**src/rtl/alu_pkg.sv**
```systemverilog
// Shared ALU definitions: opcodes, flag bit positions, divider states and flag helpers.
package alu_pkg;

   typedef enum logic [3:0] {
      ALU_ADD, ALU_SUB, ALU_AND, ALU_OR, ALU_XOR, ALU_SHL, ALU_SHR, ALU_DIV
   } AluOp;

   localparam int unsigned ALU_FLAG_Z = 0;
   localparam int unsigned ALU_FLAG_C = 1;
   localparam int unsigned ALU_FLAG_V = 2;
   localparam int unsigned ALU_FLAG_S = 3;

   typedef enum logic [1:0] {
      DIV_IDLE = 2'd0,
      DIV_CALC = 2'd1,
      DIV_DONE = 2'd2
   } div_state_e;

   // V and S set: quotient does not fit, or divisor is zero
   localparam logic [3:0] DIV_OVF_FLAGS = 4'b1100;

   function automatic logic [3:0] div_flags(input logic [7:0] quot);
      logic [3:0] f;
      f             = '0;
      f[ALU_FLAG_Z] = (quot == 8'h00);
      f[ALU_FLAG_S] = quot[7];
      return f;
   endfunction

endpackage

```
**src/rtl/alu_divider_if.sv**
```systemverilog
// Issue/result bundle between the microcode sequencer (master) and the divider (slave).
interface alu_divider_if;

   logic        start;
   logic [15:0] A;
   logic [7:0]  B;
   logic        busy;
   logic        done;
   logic [15:0] R;
   logic [3:0]  flags;
   logic        div_zero;

   modport master (
      output start, A, B,
      input  busy, done, R, flags, div_zero
   );

   modport slave (
      input  start, A, B,
      output busy, done, R, flags, div_zero
   );

endinterface

```
**src/rtl/alu_divider_div_step.sv**
```systemverilog
// One combinational restoring-division step: shift in a dividend bit, trial-subtract the divisor.
module div_step (
   input  logic [7:0] i_rem,
   input  logic       i_qbit,
   input  logic [7:0] i_b,
   output logic [7:0] o_rem,
   output logic       o_q
);

   logic [8:0] w_t;

   assign w_t   = {i_rem, i_qbit};
   assign o_q   = (w_t >= {1'b0, i_b});
   // On success t - B < B, so the low 8 bits of the modulo-256 difference are exact
   assign o_rem = o_q ? (w_t[7:0] - i_b) : w_t[7:0];

endmodule

```
**src/rtl/alu_divider.sv**
```systemverilog
// Sequential 16/8 unsigned restoring divider for DIV; ALU_DIVIDER_RADIX4_EN chains two steps per cycle.
module alu_divider
   import alu_pkg::*;
(
   input  logic          clk,
   input  logic          reset,
   alu_divider_if.slave  bus
);

   localparam logic [1:0] ST_IDLE = DIV_IDLE;
   localparam logic [1:0] ST_CALC = DIV_CALC;
   localparam logic [1:0] ST_DONE = DIV_DONE;

`ifdef ALU_DIVIDER_RADIX4_EN
   localparam logic [2:0] LAST_ITER = 3'd3;
`else
   localparam logic [2:0] LAST_ITER = 3'd7;
`endif

   logic [1:0]  r_state;
   logic [7:0]  r_b;
   logic [7:0]  r_rem;
   logic [7:0]  r_q;
   logic [2:0]  r_cnt;
   logic        r_busy;
   logic        r_done;
   logic [15:0] r_r;
   logic [3:0]  r_flags;
   logic        r_div_zero;

   logic [7:0]  w_rem1;
   logic        w_q1;
   logic [7:0]  w_rem_next;
   logic [7:0]  w_q_next;

   div_step u_step0 (
      .i_rem  (r_rem),
      .i_qbit (r_q[7]),
      .i_b    (r_b),
      .o_rem  (w_rem1),
      .o_q    (w_q1)
   );

`ifdef ALU_DIVIDER_RADIX4_EN
   logic [7:0] w_rem2;
   logic       w_q2;

   div_step u_step1 (
      .i_rem  (w_rem1),
      .i_qbit (r_q[6]),
      .i_b    (r_b),
      .o_rem  (w_rem2),
      .o_q    (w_q2)
   );

   assign w_rem_next = w_rem2;
   assign w_q_next   = {r_q[5:0], w_q1, w_q2};
`else
   assign w_rem_next = w_rem1;
   assign w_q_next   = {r_q[6:0], w_q1};
`endif

   always_ff @(posedge clk) begin
      if (reset) begin
         r_state    <= ST_IDLE;
         r_b        <= '0;
         r_rem      <= '0;
         r_q        <= '0;
         r_cnt      <= '0;
         r_busy     <= 1'b0;
         r_done     <= 1'b0;
         r_r        <= '0;
         r_flags    <= '0;
         r_div_zero <= 1'b0;
      end else begin
         r_done <= 1'b0;
         if (r_state == ST_CALC) begin
            r_rem <= w_rem_next;
            r_q   <= w_q_next;
            r_cnt <= r_cnt + 3'd1;
            if (r_cnt == LAST_ITER) begin
               r_r     <= {w_rem_next, w_q_next};
               r_flags <= div_flags(w_q_next);
               r_done  <= 1'b1;
               r_state <= ST_DONE;
            end
         end else if (bus.start) begin
            // The DONE cycle doubles as an issue slot so back-to-back divides lose no cycle
            r_b        <= bus.B;
            r_busy     <= 1'b1;
            r_div_zero <= 1'b0;
            if (bus.B == 8'h00) begin
               r_r        <= bus.A;
               r_flags    <= DIV_OVF_FLAGS;
               r_div_zero <= 1'b1;
               r_done     <= 1'b1;
               r_state    <= ST_DONE;
            end else if (bus.A[15:8] >= bus.B) begin
               r_r     <= bus.A;
               r_flags <= DIV_OVF_FLAGS;
               r_done  <= 1'b1;
               r_state <= ST_DONE;
            end else begin
               r_rem   <= bus.A[15:8];
               r_q     <= bus.A[7:0];
               r_cnt   <= '0;
               r_state <= ST_CALC;
            end
         end else begin
            r_busy  <= 1'b0;
            r_state <= ST_IDLE;
         end
      end
   end

   assign bus.busy     = r_busy;
   assign bus.done     = r_done;
   assign bus.R        = r_r;
   assign bus.flags    = r_flags;
   assign bus.div_zero = r_div_zero;

endmodule

```
**src/flat_wrapper.sv**
```systemverilog
// flat-port wrapper written by rule: the top's interface ports become plain ports
module alu_divider_flat import alu_pkg::*;
  (clk, reset, bus_start, bus_A, bus_B, bus_busy, bus_done, bus_R, bus_flags, bus_div_zero);
  alu_divider_if bus_i ();
  input  logic clk;
  input  logic reset;
  input wire logic [$bits(bus_i.start)-1:0] bus_start;
  input wire logic [$bits(bus_i.A)-1:0] bus_A;
  input wire logic [$bits(bus_i.B)-1:0] bus_B;
  output wire logic [$bits(bus_i.busy)-1:0] bus_busy;
  output wire logic [$bits(bus_i.done)-1:0] bus_done;
  output wire logic [$bits(bus_i.R)-1:0] bus_R;
  output wire logic [$bits(bus_i.flags)-1:0] bus_flags;
  output wire logic [$bits(bus_i.div_zero)-1:0] bus_div_zero;
  assign bus_i.start = bus_start;
  assign bus_i.A = bus_A;
  assign bus_i.B = bus_B;
  assign bus_busy = bus_i.busy;
  assign bus_done = bus_i.done;
  assign bus_R = bus_i.R;
  assign bus_flags = bus_i.flags;
  assign bus_div_zero = bus_i.div_zero;
  alu_divider u_core (.clk(clk), .reset(reset), .bus(bus_i));
endmodule
```
**config.mk**
```make
export PLATFORM = sky130hd
export DESIGN_NAME = alu_divider_flat
export DESIGN_NICKNAME = d
export VERILOG_FILES = /design/src/rtl/alu_pkg.sv /design/src/rtl/alu_divider_if.sv /design/src/rtl/alu_divider_div_step.sv /design/src/rtl/alu_divider.sv /design/src/flat_wrapper.sv
export SDC_FILE = /design/constraint.sdc
export NUM_CORES = 1
export LEC_CHECK = 0
export CAP_MARGIN = 15
export CORE_MARGIN = 4
export CORE_UTILIZATION = 40
export DETAILED_ROUTE_END_ITERATION = 10
export SLEW_MARGIN = 20
export SYNTH_ARGS = -nofsm -noshare
export SYNTH_HDL_FRONTEND = slang
export SYNTH_HIERARCHICAL = 1
export SYNTH_SLANG_ARGS = --single-unit
```
**constraint.sdc**
```tcl
create_clock -name clk -period 6.85 [get_ports clk]
set_clock_uncertainty 0.05 [all_clocks]
set_input_delay 1.7125 -clock clk [delete_from_list [all_inputs] [get_ports clk]]
set_output_delay 1.7125 -clock clk [all_outputs]
set_load 0.02 [all_outputs]
```
==> flow_summary.json <==
{
  "finalCriticalPeriod_ns": 4.13,
  "postCtsHoldBufs": 0,
  "clk_pin_slew_worst_paths_ns": 0.09,
  "netlist_instances": 350,
  "syn_area_um2": 2970,
  "synth_nets": 396,
  "ant_nets": 0,
  "synth_flop_cell": "dfxtp_1",
  "regToRegStartpoint": "u_core/r_q[7]$_SDFFE_PP0P_",
  "numCtsBuffers": 5,
  "cp_max_fo": 18,
  "drt_iter0_markers": 99,
  "finalSetupTns_ns": 0,
  "tightest_slew_ns": 0.838,
  "max-cap-violations": 0,
  "grt_max_degree": 61,
  "clock_latency_ns": 0.31,
  "synth_cell_type_count": 48,
  "multi_input_area_um2": 1750,
  "htreeDepth": 2,
  "post-route-period-util_pct": 60.2,
  "dieArea_um2": 8860,
  "ys_seq_elements": 51,
  "cts_max_path_buffers": 2,
  "ys_top_cells_by_area": "dfxtp_1 34%, mux2i_1 11%, nand2_1 9.2%",
  "crit_path_start_kind": "primary input",
  "path_cells": "clkdlybuf4s50_1 > inv_1 > ha_1 > nand2_1 > or3_4 > or2_4 > a31oi_4 > mux2i_1",
  "drive_gt1_share_pct": 5.90,
  "fillers": 751,
  "n_antenna_cell": 0,
  "grt_pass1_wl_mm": 11.5,
  "cts_tree": "yes",
  "area_growth_pct": 20.4,
  "pre_cts_ws_ns": 2.42,
  "max_slew_margin_pct": 44.1,
  "fmax_ghz": 0.242,
  "post_cts_buffers": 0,
  "p_leak_nw": 1.56,
  "yosysSeqAreaShare_pct": 34.4,
  "drc": 0,
  "grt-ovfl-total": 0,
  "rsz0062_at_grt": "no",
  "final_hold_viol_count": 0,
  "async_reset_ff_share_pct": 0,
  "root_buffer": "clkbuf_8",
  "die_w_um": 94.1,
  "ir_worst_vdd_v": 0.000109,
  "synth_common_cells": "73 x nand2_1, 51 x dfxtp_1, 34 x mux2i_1",
  "slew_violations": 0,
  "cts-resized-gates": 0,
  "setup_slack_ns": 2.72,
  "worstPathRequired_ns": 7.03,
  "wl_per_cell_um": 14.0,
  "place_congestion": 0.860,
  "antenna_found_initial": 0,
  "syn_avg_cell_area_um2": 8.48,
  "p_per_area_nw_per_um2": 217,
  "grt.total_usage_pct": 16.3,
  "core-area_um2": 7210,
  "r2r_slack_ns": 4.34,
  "reg2reg_depth": 11,
  "hold_depth": 2,
  "final-seq-area_um2": 1020,
  "hp-start": "u_core/r_b[3]$_SDFFE_PP0P_",
  "worstSetupPathType": "primary input to flip-flop",
  "cpPeakStageDelay_ns": 0.70,
  "worstSetupEndpointType": "flip-flop",
  "whs_endpoint": "u_core/r_b[3]$_SDFFE_PP0P_",
  "yosys_warnings": 6,
  "synth_area_leader_cell": "dfxtp_1",
  "status": "finished, final reports clean",
  "dp_hpwl_mm": 5.14,
  "yosys.area.top_type_share_pct": 34.4,
  "yosysMostFrequentCell": "nand2_1",
  "cts_sinks": 51,
  "initial_core_util_pct": 41.1,
  "utilization_pct": 49.5,
  "fin_nets": 435,
  "crit_arrival_ns": 4.31,
  "reg2reg_to": "u_core/r_rem[6]$_SDFFE_PP0P_",
  "ioPinCount": 50,
  "rows": 31,
  "placement.io_buffers": 48,
  "die_h_um": 94.1,
  "grt_pass1_vias": 2471,
  "routed_wl_mm": 6.83,
  "synth_edf_count": 0,
  "cpMaxStageDelayCell": "a31oi_4",
  "via_per_inst": 4.91,
  "vias": 2401,
  "hold_path_class": "flip-flop to flip-flop",
  "setup_viol": 0,
  "dr.pass1.iters": 4
}
## routing by layer
metal  track usage (%)  wire length, um  share of wire [%]  vias up
met5                 0                0                  0        -
met4              4.81              125                1.8        0
met3              2.88              175                2.6        9
met2              28.6             3310                 49       34
met1              20.3             3210                 47     1099
li1                  -                -                  -     1259
## power by group
| part | switching [W] | internal [W] | total [W] | leakage, nW |
|---|---|---|---|---|
| logic | 0.000141 | 0.000128 | 0.000269 | 1.11 |
| clock network | 0.0000989 | 0.0000716 | 0.000170 | 0.0412 |
| registers | 0.0000161 | 0.000320 | 0.000337 | 0.417 |
## final cells by class
class | instances | share of cell area (%)
clock inverter | 2 | 0.350
multi-input combinational | 257 | 49.1
clock buffer | 6 | 2.03
timing repair buffer | 51 | 14.1
sequential | 51 | 28.6
inverter | 23 | 2.42
tap | 99 | 3.47
## sequential cells by signal, indices dropped and copies added, names as in the netlist
signal,count
u_core/bus.done,1
u_core/r_q,8
u_core/r_state,2
u_core/r_b,8
u_core/bus.flags,3
u_core/bus.div_zero,1
u_core/r_cnt,3
u_core/bus.busy,1
u_core/r_rem,8
u_core/bus.R,16
## cells in the final DEF (no fill, tap or decap), types with 2 or more instances in the layout
cell type,n
clkbuf_8,5
o21ai_0,5
o21ai_2,2
nand3_1,4
o211ai_1,3
xnor2_1,2
nand2_1,73
nor2b_1,2
nor2_1,8
inv_1,22
a31oi_1,3
dfxtp_1,51
mux2_2,5
nor3_1,5
mux2i_1,34
ha_1,18
a21oi_1,18
a21oi_2,2
nand2b_1,30
nor3b_1,2
a21o_1,16
nor4_1,4
buf_4,3
a211oi_1,2
clkdlybuf4s50_1,48
## worst max path at each step
stage                     startpoint                      endpoint  slack (ns)
after global routing        bus_B[7]  u_core/r_rem[5]$_SDFFE_PP0P_        2.59
after global placement      bus_B[7]  u_core/r_rem[6]$_SDFFE_PP0P_        2.48
after floorplan             bus_B[7]    u_core/r_q[0]$_SDFFE_PP0P_        3.37
after detailed placement    bus_B[7]  u_core/r_rem[2]$_SDFFE_PP0P_        2.42
after CTS                   bus_B[7]  u_core/r_rem[2]$_SDFFE_PP0P_        2.74
final                       bus_B[7]    u_core/r_q[1]$_SDFFE_PP0P_        2.72
## stage by stage
stage / power, W / std cells / hold WS, ns / cell area [um2]
floorplan: 0.000543 / 350 / 0.386 / 2970
global placement: 0.000609 / 481 / 0.396 / 3490
detailed placement: 0.000613 / 481 / 0.403 / 3490
CTS: 0.000785 / 489 / 0.415 / 3570
global route: 0.000824 / 489 / 0.437 / 3570
finish: 0.000776 / 489 / 0.410 / 3570
## kinds of logic after synthesis
| kind of cell | Yosys count | synth area share (%) |
|---|---|---|
| other | 1 | 0.126 |
| and+or+nand+nor | 134 | 21.4 |
| xor gates and xnor gates | 3 | 0.886 |
| AOI/OAI and AO/OA | 61 | 14.8 |
| muxes | 39 | 13.4 |
| buffers and inverters | 42 | 6.66 |
| DFF | 51 | 34.4 |
| adders and majority gates | 19 | 8.27 |
## worst max-delay path: cells and delay by family
family	cells	cell delay, ns
buf+inv	2	0.56
compound gates	1	0.70
simple gates	3	0.78
fa+ha+maj	1	0.28
mux	1	0.27
No activity file was read; power rests on OpenSTA's default activity.
